==> src/rtl/inst_fetch_unit.sv <==
// rtl/inst_fetch_unit.sv - instruction fetch front end: PC, one-read-per-cycle issue, tagged fetch buffer
// Optional perf counters are built when FETCH_PERF_CNT_EN is defined.
module inst_fetch_unit #(
  parameter logic [31:0] RESET_PC   = 32'h0000_0000,
  parameter int          FIFO_DEPTH = 2
) (
  input  logic        clk,
  input  logic        rst_n,
  output logic [31:0] imem_addr,
  input  logic [31:0] imem_inst,
  input  logic        halt,
  input  logic        redirect_valid,
  input  logic [31:0] redirect_pc,
  output logic        out_valid,
  input  logic        out_ready,
  output logic [31:0] out_inst,
  output logic [31:0] out_pc
`ifdef FETCH_PERF_CNT_EN
  ,
  output logic [31:0] perf_fetched,
  output logic [31:0] perf_stall
`endif
);

  localparam int PW = $clog2(FIFO_DEPTH);
  localparam int CW = PW + 1;

  logic [31:0]   pc_q, pc_d;
  logic          inflight_q, inflight_d;
  logic [31:0]   inflight_pc_q, inflight_pc_d;
  logic [31:0]   fifo_inst_q [FIFO_DEPTH];
  logic [31:0]   fifo_inst_d [FIFO_DEPTH];
  logic [31:0]   fifo_pc_q   [FIFO_DEPTH];
  logic [31:0]   fifo_pc_d   [FIFO_DEPTH];
  logic [PW-1:0] rd_ptr_q, rd_ptr_d;
  logic [PW-1:0] wr_ptr_q, wr_ptr_d;
  logic [CW-1:0] count_q, count_d;

  logic          pop;
  logic          push;
  logic          issue;
  logic [CW:0]   occupancy;
  logic          unused_redirect_lsbs;

  assign imem_addr            = pc_q;
  assign out_valid            = (count_q != '0);
  assign out_inst             = fifo_inst_q[rd_ptr_q];
  assign out_pc               = fifo_pc_q[rd_ptr_q];
  assign unused_redirect_lsbs = ^redirect_pc[1:0];

  // Credit check counts the in-flight read so a returning word always has a free slot.
  always_comb begin
    pop       = out_valid & out_ready;
    push      = inflight_q & ~redirect_valid;
    occupancy = {1'b0, count_q} + (CW+1)'(inflight_q) - (CW+1)'(pop);
    issue     = ~halt & ~redirect_valid & (occupancy < (CW+1)'(FIFO_DEPTH));

    pc_d          = pc_q;
    inflight_d    = 1'b0;
    inflight_pc_d = inflight_pc_q;
    fifo_inst_d   = fifo_inst_q;
    fifo_pc_d     = fifo_pc_q;
    rd_ptr_d      = rd_ptr_q;
    wr_ptr_d      = wr_ptr_q;
    count_d       = count_q;

    if (redirect_valid) begin
      pc_d     = {redirect_pc[31:2], 2'b00};
      rd_ptr_d = wr_ptr_q;
      count_d  = '0;
    end else begin
      if (push) begin
        fifo_inst_d[wr_ptr_q] = imem_inst;
        fifo_pc_d[wr_ptr_q]   = inflight_pc_q;
        wr_ptr_d              = wr_ptr_q + PW'(1);
      end
      if (pop) begin
        rd_ptr_d = rd_ptr_q + PW'(1);
      end
      count_d = count_q + CW'(push) - CW'(pop);
      if (issue) begin
        pc_d          = pc_q + 32'd4;
        inflight_d    = 1'b1;
        inflight_pc_d = pc_q;
      end
    end
  end

  always_ff @(posedge clk or negedge rst_n) begin
    if (!rst_n) begin
      pc_q          <= RESET_PC;
      inflight_q    <= 1'b0;
      inflight_pc_q <= '0;
      rd_ptr_q      <= '0;
      wr_ptr_q      <= '0;
      count_q       <= '0;
      for (int i = 0; i < FIFO_DEPTH; i++) begin
        fifo_inst_q[i] <= '0;
        fifo_pc_q[i]   <= '0;
      end
    end else begin
      pc_q          <= pc_d;
      inflight_q    <= inflight_d;
      inflight_pc_q <= inflight_pc_d;
      rd_ptr_q      <= rd_ptr_d;
      wr_ptr_q      <= wr_ptr_d;
      count_q       <= count_d;
      fifo_inst_q   <= fifo_inst_d;
      fifo_pc_q     <= fifo_pc_d;
    end
  end

`ifdef FETCH_PERF_CNT_EN
  logic [31:0] perf_fetched_q, perf_fetched_d;
  logic [31:0] perf_stall_q, perf_stall_d;

  // Counters survive redirects; a pop in a redirect cycle is still an accepted fetch.
  always_comb begin
    perf_fetched_d = perf_fetched_q + 32'(pop);
    perf_stall_d   = perf_stall_q + 32'(out_valid & ~out_ready);
  end

  always_ff @(posedge clk or negedge rst_n) begin
    if (!rst_n) begin
      perf_fetched_q <= '0;
      perf_stall_q   <= '0;
    end else begin
      perf_fetched_q <= perf_fetched_d;
      perf_stall_q   <= perf_stall_d;
    end
  end

  assign perf_fetched = perf_fetched_q;
  assign perf_stall   = perf_stall_q;
`endif

endmodule

==> config.mk <==
export PLATFORM = sky130hd
export DESIGN_NAME = inst_fetch_unit
export DESIGN_NICKNAME = d
export VERILOG_FILES = /design/src/rtl/inst_fetch_unit.sv
export SDC_FILE = /design/constraint.sdc
export NUM_CORES = 1
export LEC_CHECK = 0
export ABC_AREA = 1
export CAP_MARGIN = 20
export CORE_MARGIN = 2
export CORE_UTILIZATION = 40
export CTS_BUF_LIST = sky130_fd_sc_hd__clkbuf_2 sky130_fd_sc_hd__clkbuf_4 sky130_fd_sc_hd__clkbuf_8
export CTS_CLUSTER_DIAMETER = 150
export DETAILED_ROUTE_END_ITERATION = 16
export DONT_BUFFER_PORTS = 1
export HOLD_SLACK_MARGIN = 0.03
export SLEW_MARGIN = 20
export SYNTH_ARGS = -nofsm -noshare
export SYNTH_HDL_FRONTEND = slang
export SYNTH_SLANG_ARGS = --single-unit
==> constraint.sdc <==
create_clock -name clk -period 3 [get_ports clk]
set_input_delay 0.45 -clock clk [delete_from_list [all_inputs] [get_ports clk]]
set_output_delay 0.45 -clock clk [all_outputs]
set_load 0.005 [all_outputs]
==> After elaboration in Yosys (flattened, before gate mapping) <==
Index checks and enable logic that the tools add are counted.
{ "word_totals": {"register_bits": 197, "input_bits": 69, "output_inout_bits": 97, "wordCells": 52} }
{ "op_classes": {"addsub": 7, "magnitude_cmp": 4, "mux": 17, "bitwise": 8, "reduce_logical": 6} }
{ "op_table": {"columns": ["cell", "n"], "rows": [
  ["$mux W32", 9],
  ["$bwmux W64", 2],
  ["$add A32 B3 Y32 const B", 1],
  ["$demux W32 S1", 1],
  ["$reduce_bool A2 Y1", 3],
  ["$and A1 B1 Y1", 4],
  ["$ge A2 B2 Y1 const B", 2],
  ["$mux W1", 4],
  ["$not A1 Y2", 2],
  ["$reduce_and A2 Y1", 2],
  ["$add A2 B1 Y3", 1],
  ["$lt A3 B2 Y1 const B", 1],
  ["$sub A3 B1 Y3", 1],
  ["$add A1 B1 Y1 const B", 2],
  ["$add A2 B1 Y2", 1],
  ["$lt A2 B1 Y1 const B", 1],
  ["$mux W2", 1],
  ["$not A1 Y1", 2],
  ["$sub A2 B1 Y2", 1],
  ["$logic_and A1 B1 Y1", 1]
]} }

==> Logic depth before layout (Yosys ltp) <==
{ "logic_depth": {"ltp_word": 7, "ltp_mapped": 14, "mapped_depth_nobuf": 13} }

==> Worst setup path before layout <==
OpenSTA, ideal clock, no wires.
{ "synth_path": {"path_kind": "reg2reg", "startpoint": "register count_q[1]", "endpoint": "register pc_q[16], in the netlist imem_addr[16]", "setup_time_ns": 0.116, "arrival_ns": 1.997, "t_required_ns": 2.884, "slack_ns": 0.887, "path_stages_with_launch": 14, "path_buffers": 1, "synth_period_minus_slack_ns": 2.113, "path_cell_list": "dfrtp_1 o21a_1 nand2_1 o21ai_0 nand2_1 fa_1 nand2_1 nor2_1 nand2_2 nand2_1 buf_2 o21ai_0 inv_1 nand2_1"} }
{ "synth_between": {"elab_chain_len": 6, "elab_cells_between_ends": 7, "cone_classes": "add/sub (2); order compare (1); bitwise (2); reduce/logical (2)"} }
{ "synth_rtl": {"columns": ["element", "line_no", "rtl"], "rows": [
  ["start, declared", "37", "logic [CW-1:0] count_q, count_d;"],
  ["start signal, assigned", "107", "count_q <= count_d;"],
  ["parallel branches: the longest is 2 deep, another holds $add A2 B1 Y3", null, null],
  ["$sub A3 B1 Y3 (*)", "55", "occupancy = {1'b0, count_q} + (CW+1)'(inflight_q) - (CW+1)'(pop);"],
  ["$lt A3 B2 Y1 (*)", "56", "issue = ~halt & ~redirect_valid & (occupancy < (CW+1)'(FIFO_DEPTH));"],
  ["$and A1 B1 Y1 (*)", "56", null],
  ["$reduce_bool A2 Y1 (no line) (*)", null, null],
  ["end signal, assigned", "102", "pc_q <= pc_d;"],
  ["end, declared", "28", "logic [31:0] pc_q, pc_d;"]
]} }
Mark *: on every way between the ends.
A chain may end at the register's enable or synchronous reset.

==> Worst setup path after layout <==
{ "layout_path": {"startpoint": "register count_q[1]", "endpoint": "register pc_q[28], in the netlist imem_addr[28]"} }
The elaborated chain is that of the path after synthesis.

==> flow_summary.toml <==
[outcome]
status = "complete, but fails checks"
violations = "hold timing"

[cells_and_area]
syn2layout_area_growth_pct = 6.54
design_area_sq_mm = 0.00958
nFillCells = 2283
insertedDiodeCount = 0
final_nets = 1234
final_cell_mix = "483 x nand2_1, 188 x dfrtp_1, 127 x inv_1"
final_common_cell = "nand2_1"
drive_gt1_share_pct = 4.94

[global_routing]
grt_pass1_vias = 6878
overflow = 0
grt_antenna_before_repair = 0
grt_pass1_wl_mm = 35.9
grt_max_degree = 190
grt_use_total_pct = 18.8

[sta]
clock.fmax_ghz = 0.413
report.final.setup_viol = 0
slew_viol_final = 0
whs_ns = -0.331
setup-tns-final_ns = 0
max_slew.worst_pin.slew_ns = 0.722
min_period_over_period_pct = 80.7
maxSlewHeadroom_pct = 51.9
finalCriticalPeriod_ns = 2.42
hold_viol_final = 189
rsz0062_at_grt = "no"
fin_skew_ns = 0.0133
setup_ws_ns = 0.578

[place]
port_buffers = 0
gp_congestion = 0.845
placed_area_sq_mm = 0.00916
place_ws_ns = 0.617
hpwl_mm = 13.8

[worst_setup_path]
arrival_ns = 2.83
r2r_cells = 12
rr_startpoint = "count_q[1]"
critPathMaxFanout = 52
crit_path_start_kind = "flip-flop"
reg2reg_to = "imem_addr[28]"
cp_data_required_time_ns = 3.41
worstSetupEndpointType = "flip-flop"
ff2ff_setup_slack_ns = 0.58
path_class = "flip-flop to flip-flop"

[synthesis]
yosysTopAreaCellShare_pct = 52.6
yosysSeqAreaShare_pct = 52.6
synth_area_per_cell_sq_um = 7.57
synth_edf_count = 0
synthesis.instances = 1188
synth_top_cell_by_area = "dfrtp_1"
synth_cell_types = 30
ys_seq_elements = 189
synthArstFlopShare_pct = 100
ys_warn_count = 0
synth_area_sq_mm = 0.00899
synth.top_cells.by_area = "dfrtp_1 53%, nand2_1 20%, o21ai_0 6.0%"
synthFlopType = "dfrtp_1"

[clock_network]
cts_num_sinks = 189
cts_tree = "yes"
clkTransAtPathRegs_ns = 0.11
cts_setup_buffers = 0
insertion_delay_ns = 0.46
hold_buffers = 1
cts_max_level = 4
clk_path_buf_depth = 2
root_buffer = "clkbuf_8"
cts_buffers = 17
cts_resized = 0

[pwr]
p_per_area_mw_per_mm2 = 958
p_leak_nw = 4.95
irDropWorstVdd_uv = 421

[detailed_routing]
drc = 0
wl_per_cell_um = 14.7
wl_mm = 21.4
vias = 7046
firstDrtPassIters = 5
ant_nets = 0
vias_per_cell = 4.85
drtIter0Drc = 431

[floorplanning]
core_sq_mm = 0.0220
boundaryPins = 166
chipWidth_um = 154
die_area_sq_mm = 0.0237
die_h_um = 154
initial_core_util_pct = 40.9
rows = 54

[hold_path]
min_path_type = "input port to async pin"

[run]
maxCapViolations = 0
-- cells by family after synthesis --
family | after synthesis | share of synthesized area (%)
other | 1 | 0.0417
AOI/OAI and AO/OA | 177 | 10.1
adders and majority gates | 4 | 0.640
and+or+nand+nor | 624 | 27.2
xor gates and xnor gates | 4 | 0.390
DFF | 189 | 52.6
buffers and inverters | 189 | 9.02
-- per-layer routing --
metal	routed length, um	part of all wire [%]	GRT usage (%)	vias to the layer above
li1	-	-	-	3605
met1	10800	50	27.0	3246
met3	1210	5.7	5.07	19
met2	9160	43	28.1	176
met5	0	0	0	-
met4	253	1.2	4.94	0
-- report_power, final --
part	total [mW]	leakage, nW	internal [mW]	switching (mW)
Clock	1.77	0.203	0.769	0.998
Sequential	4.46	2.35	3.68	0.780
Combinational	2.95	2.39	0.988	1.97
Total	9.18	4.95	5.43	3.74
-- synthesized netlist by cell type (all sizes together) (3+ instances only) --
cell type / n
xor2: 3
or2: 3
o21ai: 158
ha: 3
clkbuf: 30
nand2: 485
dfrtp: 189
buf: 30
nand3: 61
a21oi: 13
inv: 128
nor2: 74
o211ai: 4
-- final cells by class --
cell class	instances	area (sq um)	share of cell area, %
clock inverters	15	175	1.83
clock buffers	17	234	2.44
well taps	280	350	3.66
multi-input cells	813	3480	36.3
flip-flops and latches	189	4730	49.4
repair buffers	11	123	1.28
inverters	129	489	5.11
-- registers in the layout, summed over array words and instances (netlist names) --
| register | count |
|---|---|
| count_q | 2 |
| fifo_inst_q | 64 |
| fifo_pc_q | 60 |
| imem_addr | 30 |
| inflight_pc_q | 30 |
| inflight_q | 1 |
| rd_ptr_q | 1 |
| wr_ptr_q | 1 |
-- critical path, cell delays in order, from the launching register on --
cell and delay [ns]:
dfrtp_1 0.46, o21a_1 0.22, nand2_1 0.08, o21ai_0 0.08, nand2_1 0.08, fa_1 0.50
nand2_1 0.05, nor2_1 0.11, nand2_2 0.12, buf_12 0.20, nor2_1 0.24, nand3_1 0.11
nand3_1 0.09
-- through the flow --
step / power (mW) / cells / util [%]
after floorplan: 6.62 / 1191 / -
after global placement: 7.41 / 1421 / 41.7
after detailed placement: 7.51 / 1421 / 41.7
after CTS: 9.31 / 1454 / 43.6
after global routing: 10.0 / 1454 / 43.6
final: 9.18 / 1454 / 43.6
-- how the worst max path moves through the flow --
stage | start | end | slack [ns] | cells past startpoint
global route | count_q[1] | imem_addr[24] | 0.32 | 12
finish | count_q[1] | imem_addr[28] | 0.58 | 12
detailed placement | count_q[1] | imem_addr[20] | 0.62 | 12
global placement | count_q[1] | imem_addr[28] | 0.66 | 12
floorplan | count_q[1] | imem_addr[16] | 0.89 | 13
CTS | rd_ptr_q | out_inst[23] | 0.53 | 4
(Power assumes the default switching activity.)
